File: config.mk
export PLATFORM = sky130hd
export DESIGN_NAME = lsu_ctrl
export DESIGN_NICKNAME = d
export VERILOG_FILES = /design/src/rtl/lsu_ctrl_pkg.sv /design/src/rtl/lsu_ctrl_load_align.sv /design/src/rtl/lsu_ctrl.sv
export SDC_FILE = /design/constraint.sdc
export NUM_CORES = 1
export LEC_CHECK = 0
export ABC_CLOCK_PERIOD_IN_PS = 4250
export CELL_PAD_IN_SITES_DETAIL_PLACEMENT = 1
export CELL_PAD_IN_SITES_GLOBAL_PLACEMENT = 1
export CORE_MARGIN = 3
export CORE_UTILIZATION = 38
export DETAILED_ROUTE_END_ITERATION = 8
export PLACE_DENSITY_LB_ADDON = 0.25
export SETUP_SLACK_MARGIN = 0.2
export SLEW_MARGIN = 0
export SYNTH_ARGS = -nofsm -noshare
export SYNTH_HDL_FRONTEND = slang
export SYNTH_HIERARCHICAL = 1
export SYNTH_SLANG_ARGS = --single-unit
File: constraint.sdc
create_clock -name clk -period 4.25 [get_ports clk]
set_input_delay 1.275 -clock clk [delete_from_list [all_inputs] [get_ports clk]]
set_output_delay 1.275 -clock clk [all_outputs]
set_load 0.05 [all_outputs]
File: src/rtl/lsu_ctrl_pkg.sv
// Shared types for the memory-stage load/store sequencer: decoded ops, state,
// bus size codes and store lane helpers.
package lsu_ctrl_pkg;

    typedef logic [31:0] word_t;

    typedef enum logic [2:0] {
        OP_LB, OP_LBU, OP_LH, OP_LHU, OP_LW, OP_SB, OP_SH, OP_SW
    } decoded_op_t;

    typedef enum logic [1:0] {
        ST_IDLE, ST_REQ, ST_WAIT, ST_RESP
    } lsu_state_t;

    localparam logic [1:0] SZ_B = 2'd0;
    localparam logic [1:0] SZ_H = 2'd1;
    localparam logic [1:0] SZ_W = 2'd2;

    function automatic logic [1:0] op_size(decoded_op_t op);
        case (op)
            OP_LB, OP_LBU, OP_SB: return SZ_B;
            OP_LH, OP_LHU, OP_SH: return SZ_H;
            default:              return SZ_W;
        endcase
    endfunction

    function automatic logic op_is_store(decoded_op_t op);
        return (op == OP_SB) || (op == OP_SH) || (op == OP_SW);
    endfunction

    // Narrow stores are replicated so every lane the strobe selects carries the data.
    function automatic word_t store_data(decoded_op_t op, word_t wdata);
        case (op_size(op))
            SZ_B:    return {4{wdata[7:0]}};
            SZ_H:    return {2{wdata[15:0]}};
            default: return wdata;
        endcase
    endfunction

    function automatic logic [3:0] store_strb(decoded_op_t op, logic [1:0] offset);
        if (!op_is_store(op)) return 4'b0000;
        case (op_size(op))
            SZ_B:    return 4'b0001 << offset;
            SZ_H:    return 4'b0011 << offset;
            default: return 4'b1111;
        endcase
    endfunction

endpackage

File: src/rtl/lsu_ctrl_load_align.sv
// Moves the addressed byte/half of a raw bus word down to bit 0 and extends it
// according to the load op; stores produce zero.
module lsu_ctrl_load_align
    import lsu_ctrl_pkg::*;
(
    input  word_t       rdata,
    input  logic [1:0]  offset,
    input  decoded_op_t op,
    output word_t       result
);

    word_t shifted;

    always_comb begin
        shifted = rdata >> {offset, 3'b000};
        case (op)
            OP_LB:   result = {{24{shifted[7]}}, shifted[7:0]};
            OP_LBU:  result = {24'd0, shifted[7:0]};
            OP_LH:   result = {{16{shifted[15]}}, shifted[15:0]};
            OP_LHU:  result = {16'd0, shifted[15:0]};
            OP_LW:   result = shifted;
            default: result = '0;
        endcase
    end

endmodule

File: src/rtl/lsu_ctrl.sv
// Memory-stage load/store sequencer: one outstanding transaction on the
// SRAM-like data bus, stalls the pipeline until the aligned result is back.
module lsu_ctrl
    import lsu_ctrl_pkg::*;
(
    input  logic        clk,
    input  logic        resetn,
    input  logic        valid_i,
    input  decoded_op_t op_i,
    input  word_t       addr_i,
    input  word_t       wdata_i,
    input  logic        flush_i,
    output logic        stall_o,
    output logic        done_o,
    output word_t       rdata_o,
    output logic        adel_o,
    output logic        ades_o,
    output logic        data_req,
    output logic        data_wr,
    output logic [1:0]  data_size,
    output word_t       data_addr,
    output word_t       data_wdata,
    output logic [3:0]  data_wstrb,
    input  logic        data_addr_ok,
    input  logic        data_data_ok,
    input  word_t       data_rdata,
    output lsu_state_t  state_dbg
);

    // Handshakes: the stage holds valid_i/op_i/addr_i while stall_o is high and an op
    // is taken in IDLE in the cycle stall_o rises with it; data_req and all bus outputs
    // stay constant until the cycle data_addr_ok is seen; data_data_ok is a one-cycle
    // response that is always consumed in WAIT.
    lsu_state_t  state;
    decoded_op_t op_q;
    logic        kill;
    logic        misaligned;
    logic        accept;
    word_t       aligned;

    always_comb begin
        case (op_size(op_i))
            SZ_H:    misaligned = addr_i[0];
            SZ_W:    misaligned = |addr_i[1:0];
            default: misaligned = 1'b0;
        endcase
    end

    assign accept  = (state == ST_IDLE) && valid_i && !flush_i && !misaligned;
    assign adel_o  = (state == ST_IDLE) && valid_i && misaligned && !op_is_store(op_i);
    assign ades_o  = (state == ST_IDLE) && valid_i && misaligned && op_is_store(op_i);
    assign stall_o = accept || (state == ST_REQ) || (state == ST_WAIT);
    assign state_dbg = state;

    lsu_ctrl_load_align u_load_align (
        .rdata  (data_rdata),
        .offset (data_addr[1:0]),
        .op     (op_q),
        .result (aligned)
    );

    always_ff @(posedge clk or negedge resetn) begin
        if (!resetn) begin
            state      <= ST_IDLE;
            op_q       <= OP_LB;
            kill       <= 1'b0;
            done_o     <= 1'b0;
            rdata_o    <= '0;
            data_req   <= 1'b0;
            data_wr    <= 1'b0;
            data_size  <= SZ_B;
            data_addr  <= '0;
            data_wdata <= '0;
            data_wstrb <= '0;
        end else begin
            done_o <= 1'b0;
            case (state)
                ST_IDLE: begin
                    kill <= 1'b0;
                    if (accept) begin
                        op_q       <= op_i;
                        data_addr  <= addr_i;
                        data_size  <= op_size(op_i);
                        data_wr    <= op_is_store(op_i);
                        data_wdata <= store_data(op_i, wdata_i);
                        data_wstrb <= store_strb(op_i, addr_i[1:0]);
                        data_req   <= 1'b1;
                        state      <= ST_REQ;
                    end
                end
                ST_REQ: begin
                    if (flush_i) kill <= 1'b1;
                    if (data_addr_ok) begin
                        data_req <= 1'b0;
                        state    <= ST_WAIT;
                    end
                end
                ST_WAIT: begin
                    if (data_data_ok) begin
                        kill <= 1'b0;
                        // A flush arriving with the response still suppresses it.
                        if (kill || flush_i) begin
                            state <= ST_IDLE;
                        end else begin
                            rdata_o <= aligned;
                            done_o  <= 1'b1;
                            state   <= ST_RESP;
                        end
                    end else if (flush_i) begin
                        kill <= 1'b1;
                    end
                end
                ST_RESP: state <= ST_IDLE;
                default: state <= ST_IDLE;
            endcase
        end
    end

endmodule

==> load_flow_metrics.sql <==
INSERT INTO impl_metrics (metric_group, metric, value, unit) VALUES
('power_and_ir_drop', 'max-vdd-ir-drop', '0.505', 'mV'),
('clocking', 'clock-root-buffer', 'clkbuf_16', ''),
('worst_setup_path', 'worstReg2RegEnd', 'rdata_o[14]', ''),
('synth', 'combinational_family_with_the_most_area_after_synthesis', 'multiplexers', ''),
('synth', 'synth_top_flop_cell', 'dfrtp_1', ''),
('worst_setup_path', 'cp.required', '2970', 'ps'),
('placed_design', 'dp_hpwl', '13400', 'um'),
('clocking', 'clk_sink_count', '111', ''),
('worst_setup_path', 'worst-r2r-cell-count', '5', ''),
('die', 'die_area', '17800', 'um^2'),
('synth', 'syn_area', '6160', 'um^2'),
('sta', 'fin_ws', '248', 'ps'),
('global_routing', 'grt_util_all_layers', '20.2', '%'),
('final_layout', 'stdcell_area', '8820', 'um^2'),
('detailed_routing', 'detail_route.first_pass.iterations', '4', ''),
('clocking', 'insertion_delay', '350', 'ps'),
('final_layout', 'fraction_of_final_layout_cells_sized_beyond_drive_strength_1', '22.7', '%'),
('die', 'initial_core_util', '39.6', '%'),
('worst_setup_path', 'worstSetupEndpointType', 'output pin', ''),
('worst_setup_path', 'crit_path_max_incr_delay', '540', 'ps'),
('die', 'core-area', '15500', 'um^2'),
('global_routing', 'grt_first_pass_wirelength', '28700', 'um'),
('detailed_routing', 'drt-initial-drc-count', '224', ''),
('synth', 'seq_area_frac_synth', '45.1', '%'),
('placed_design', 'dpl_cell_area', '8470', 'um^2'),
('synth', 'synth_common_cells', 'dfrtp_1 (111), mux2_2 (63), mux2_4 (48)', ''),
('synth', 'synth_compound_area_share', '10.4', '%'),
('sta', 'finalClockSkew', '9.15', 'ps'),
('synth', 'post_synthesis_mux_area_share', '29.4', '%'),
('worst_setup_path', 'worst_path_dominant_cell_family', 'buffers and inverters', ''),
('placed_design', 'global_placement_routability_congestion', '0.792', ''),
('detailed_routing', 'postRouteAntennaNets', '0', ''),
('worst_setup_path', 'worstPathCellList', 'clkdlybuf4s50_1 > buf_6 > and3_4 > o21ai_4 > nand3_4 > nand2_1 > buf_12', ''),
('synth', 'avgSynthCellArea', '12.5', 'um^2'),
('placed_design', 'pre_cts_ws', '137', 'ps'),
('synth', 'post-synth-top-count-cell', 'dfrtp_1', ''),
('worst_setup_path', 'crit-reg2reg-launch', 'data_addr[0]', ''),
('sta', 'hold_ws', '492', 'ps'),
('sta', 'fin_crit', '4000', 'ps'),
('run_status', 'outcome', 'completed', ''),
('synth', 'post_synth_inst_count', '494', ''),
('power_and_ir_drop', 'power_per_cell_area', '835', 'nW/um^2'),
('synth', 'yosys.area_share.simple', '9.52', '%'),
('placed_design', 'port_buffers', '214', ''),
('synth', 'post_synthesis_adder_cell_area_fraction', '0.812', '%'),
('worst_setup_path', 'path_class', 'input port to output pin', ''),
('detailed_routing', 'route.detailed.wl_per_inst', '20.1', 'um'),
('die', 'chipHeight', '133', 'um'),
('worst_setup_path', 'rrSetupSlack', '1760', 'ps'),
('worst_setup_path', 'crit_path_max_fanout', '27', ''),
('run', 'max-cap-violations', '0', ''),
('synth', 'synth_warn', '6', ''),
('worst_setup_path', 'critical-path-slowest-cell', 'clkdlybuf4s50_1', ''),
('sta', 'relSlewSlack', '43.9', '%'),
('synth', 'yosysTopAreaCell', 'dfrtp_1', ''),
('global_routing', 'antenna_found_initial', '0', ''),
('power_and_ir_drop', 'leakage', '0.00378', 'uW'),
('synth', 'mapped_nets', '603', ''),
('worst_setup_path', 'worst-path-buf-inv', '3', ''),
('synth', 'flop_and_latch_count_out_of_synthesis', '111', ''),
('sta', 'finalMaxSlewViolations', '0', ''),
('synth', 'area_share_of_the_largest_cell_type_after_synthesis', '45.1', '%'),
('global_routing', 'grt_pass1_vias', '5165', ''),
('detailed_routing', 'via_per_inst', '5.21', ''),
('clocking', 'cts-buffers-inserted', '9', ''),
('clocking', 'clkSlewWorstSetupHoldPaths', '70', 'ps'),
('min_path', 'hold_depth', '1', ''),
('worst_setup_path', 'critical_path_arrival', '2730', 'ps'),
('sta', 'final.period_utilization', '94.2', '%'),
('worst_setup_path', 'critPathLaunchType', 'input port', ''),
('detailed_routing', 'routed_wire_length', '18200', 'um');
[final cells by class]
| cell class | instances | area, um^2 |
|---|---|---|
| sequential | 111 | 2780 |
| inverter | 6 | 22.5 |
| timing repair buffer | 227 | 2300 |
| clock inverter | 5 | 88.8 |
| tap | 211 | 264 |
| multi-input combinational | 337 | 3120 |
| clock buffer | 11 | 243 |
| fill | 1612 | 6720 |
[per-layer routing]
metal	wire [um]	GRT usage [%]	vias to the layer above
li1	-	-	2209
met1	7630	24.4	2350
met2	8850	34.6	149
met3	1470	6.95	21
met4	269	5.60	0
met5	0	0	-
[worst max path at each step]
stage,start,endpoint,slack [ps],cells after the start
5_1_grt,op_i[0],stall_o,190,7
3_5_place_dp,op_i[2],adel_o,140,5
3_3_place_gp,op_i[2],adel_o,120,5
6_report,op_i[0],stall_o,250,7
2_1_floorplan,op_i[0],ades_o,290,5
4_1_cts,op_i[2],adel_o,190,5
[sequential cells by signal, summed over array words and instances, names as in the netlist]
signal      cells
data_size       2
rdata_o        32
data_wr         1
data_wstrb      4
data_addr      32
kill            1
state_dbg       2
done_o          1
data_wdata     32
data_req        1
op_q            3
[per-stage QoR]
step                power [uW]  util (%)  cells
floorplan                 4950         -    494
global placement          6340      54.5    892
detailed placement        6450      54.5    892
CTS                       7440      56.7    908
global route              7730      56.8    908
finish                    7360      56.8    908
[power by group]
| group | switching, uW | leakage (uW) | total [uW] | internal (uW) |
|---|---|---|---|---|
| Combinational | 2760 | 0.00225 | 4520 | 1760 |
| Sequential | 342 | 0.00137 | 1900 | 1560 |
| Clock | 406 | 0.000162 | 946 | 540 |
[placed cells by master, fill, tap and decap left out, types with 3 or more instances in the layout]
cell             instances
clkbuf_16                9
a22oi_1                 15
inv_1                    6
buf_4                   10
a21oi_1                  4
nand3b_1                17
o211ai_2                 3
mux2i_1                 10
or3_1                    8
mux2_2                  63
buf_12                   5
nor2_1                  24
o211ai_1                13
mux2_4                  48
nand2b_1                 3
o21ai_0                 26
nor3b_1                  8
clkdlybuf4s50_1        209
mux2_1                  25
ha_1                     4
nor2b_1                  9
a21boi_0                 3
nand2_1                 13
dfrtp_1                111
a211oi_1                 8
[logic make-up after synthesis]
logic type,after synthesis
fa+ha+maj,4
xor+xnor,1
buf+inv,46
compound gates,88
simple gates,98
mux,146
flops,111
[timing repair]
item / in CTS / in global routing
hold buffers: 0 / 0
endpoints found under the setup margin: 1 / 2
setup buffers: 0 / 0
pin swaps: 0 / 1
gates resized for setup: 1 / 4
(Power assumes the default switching activity.)
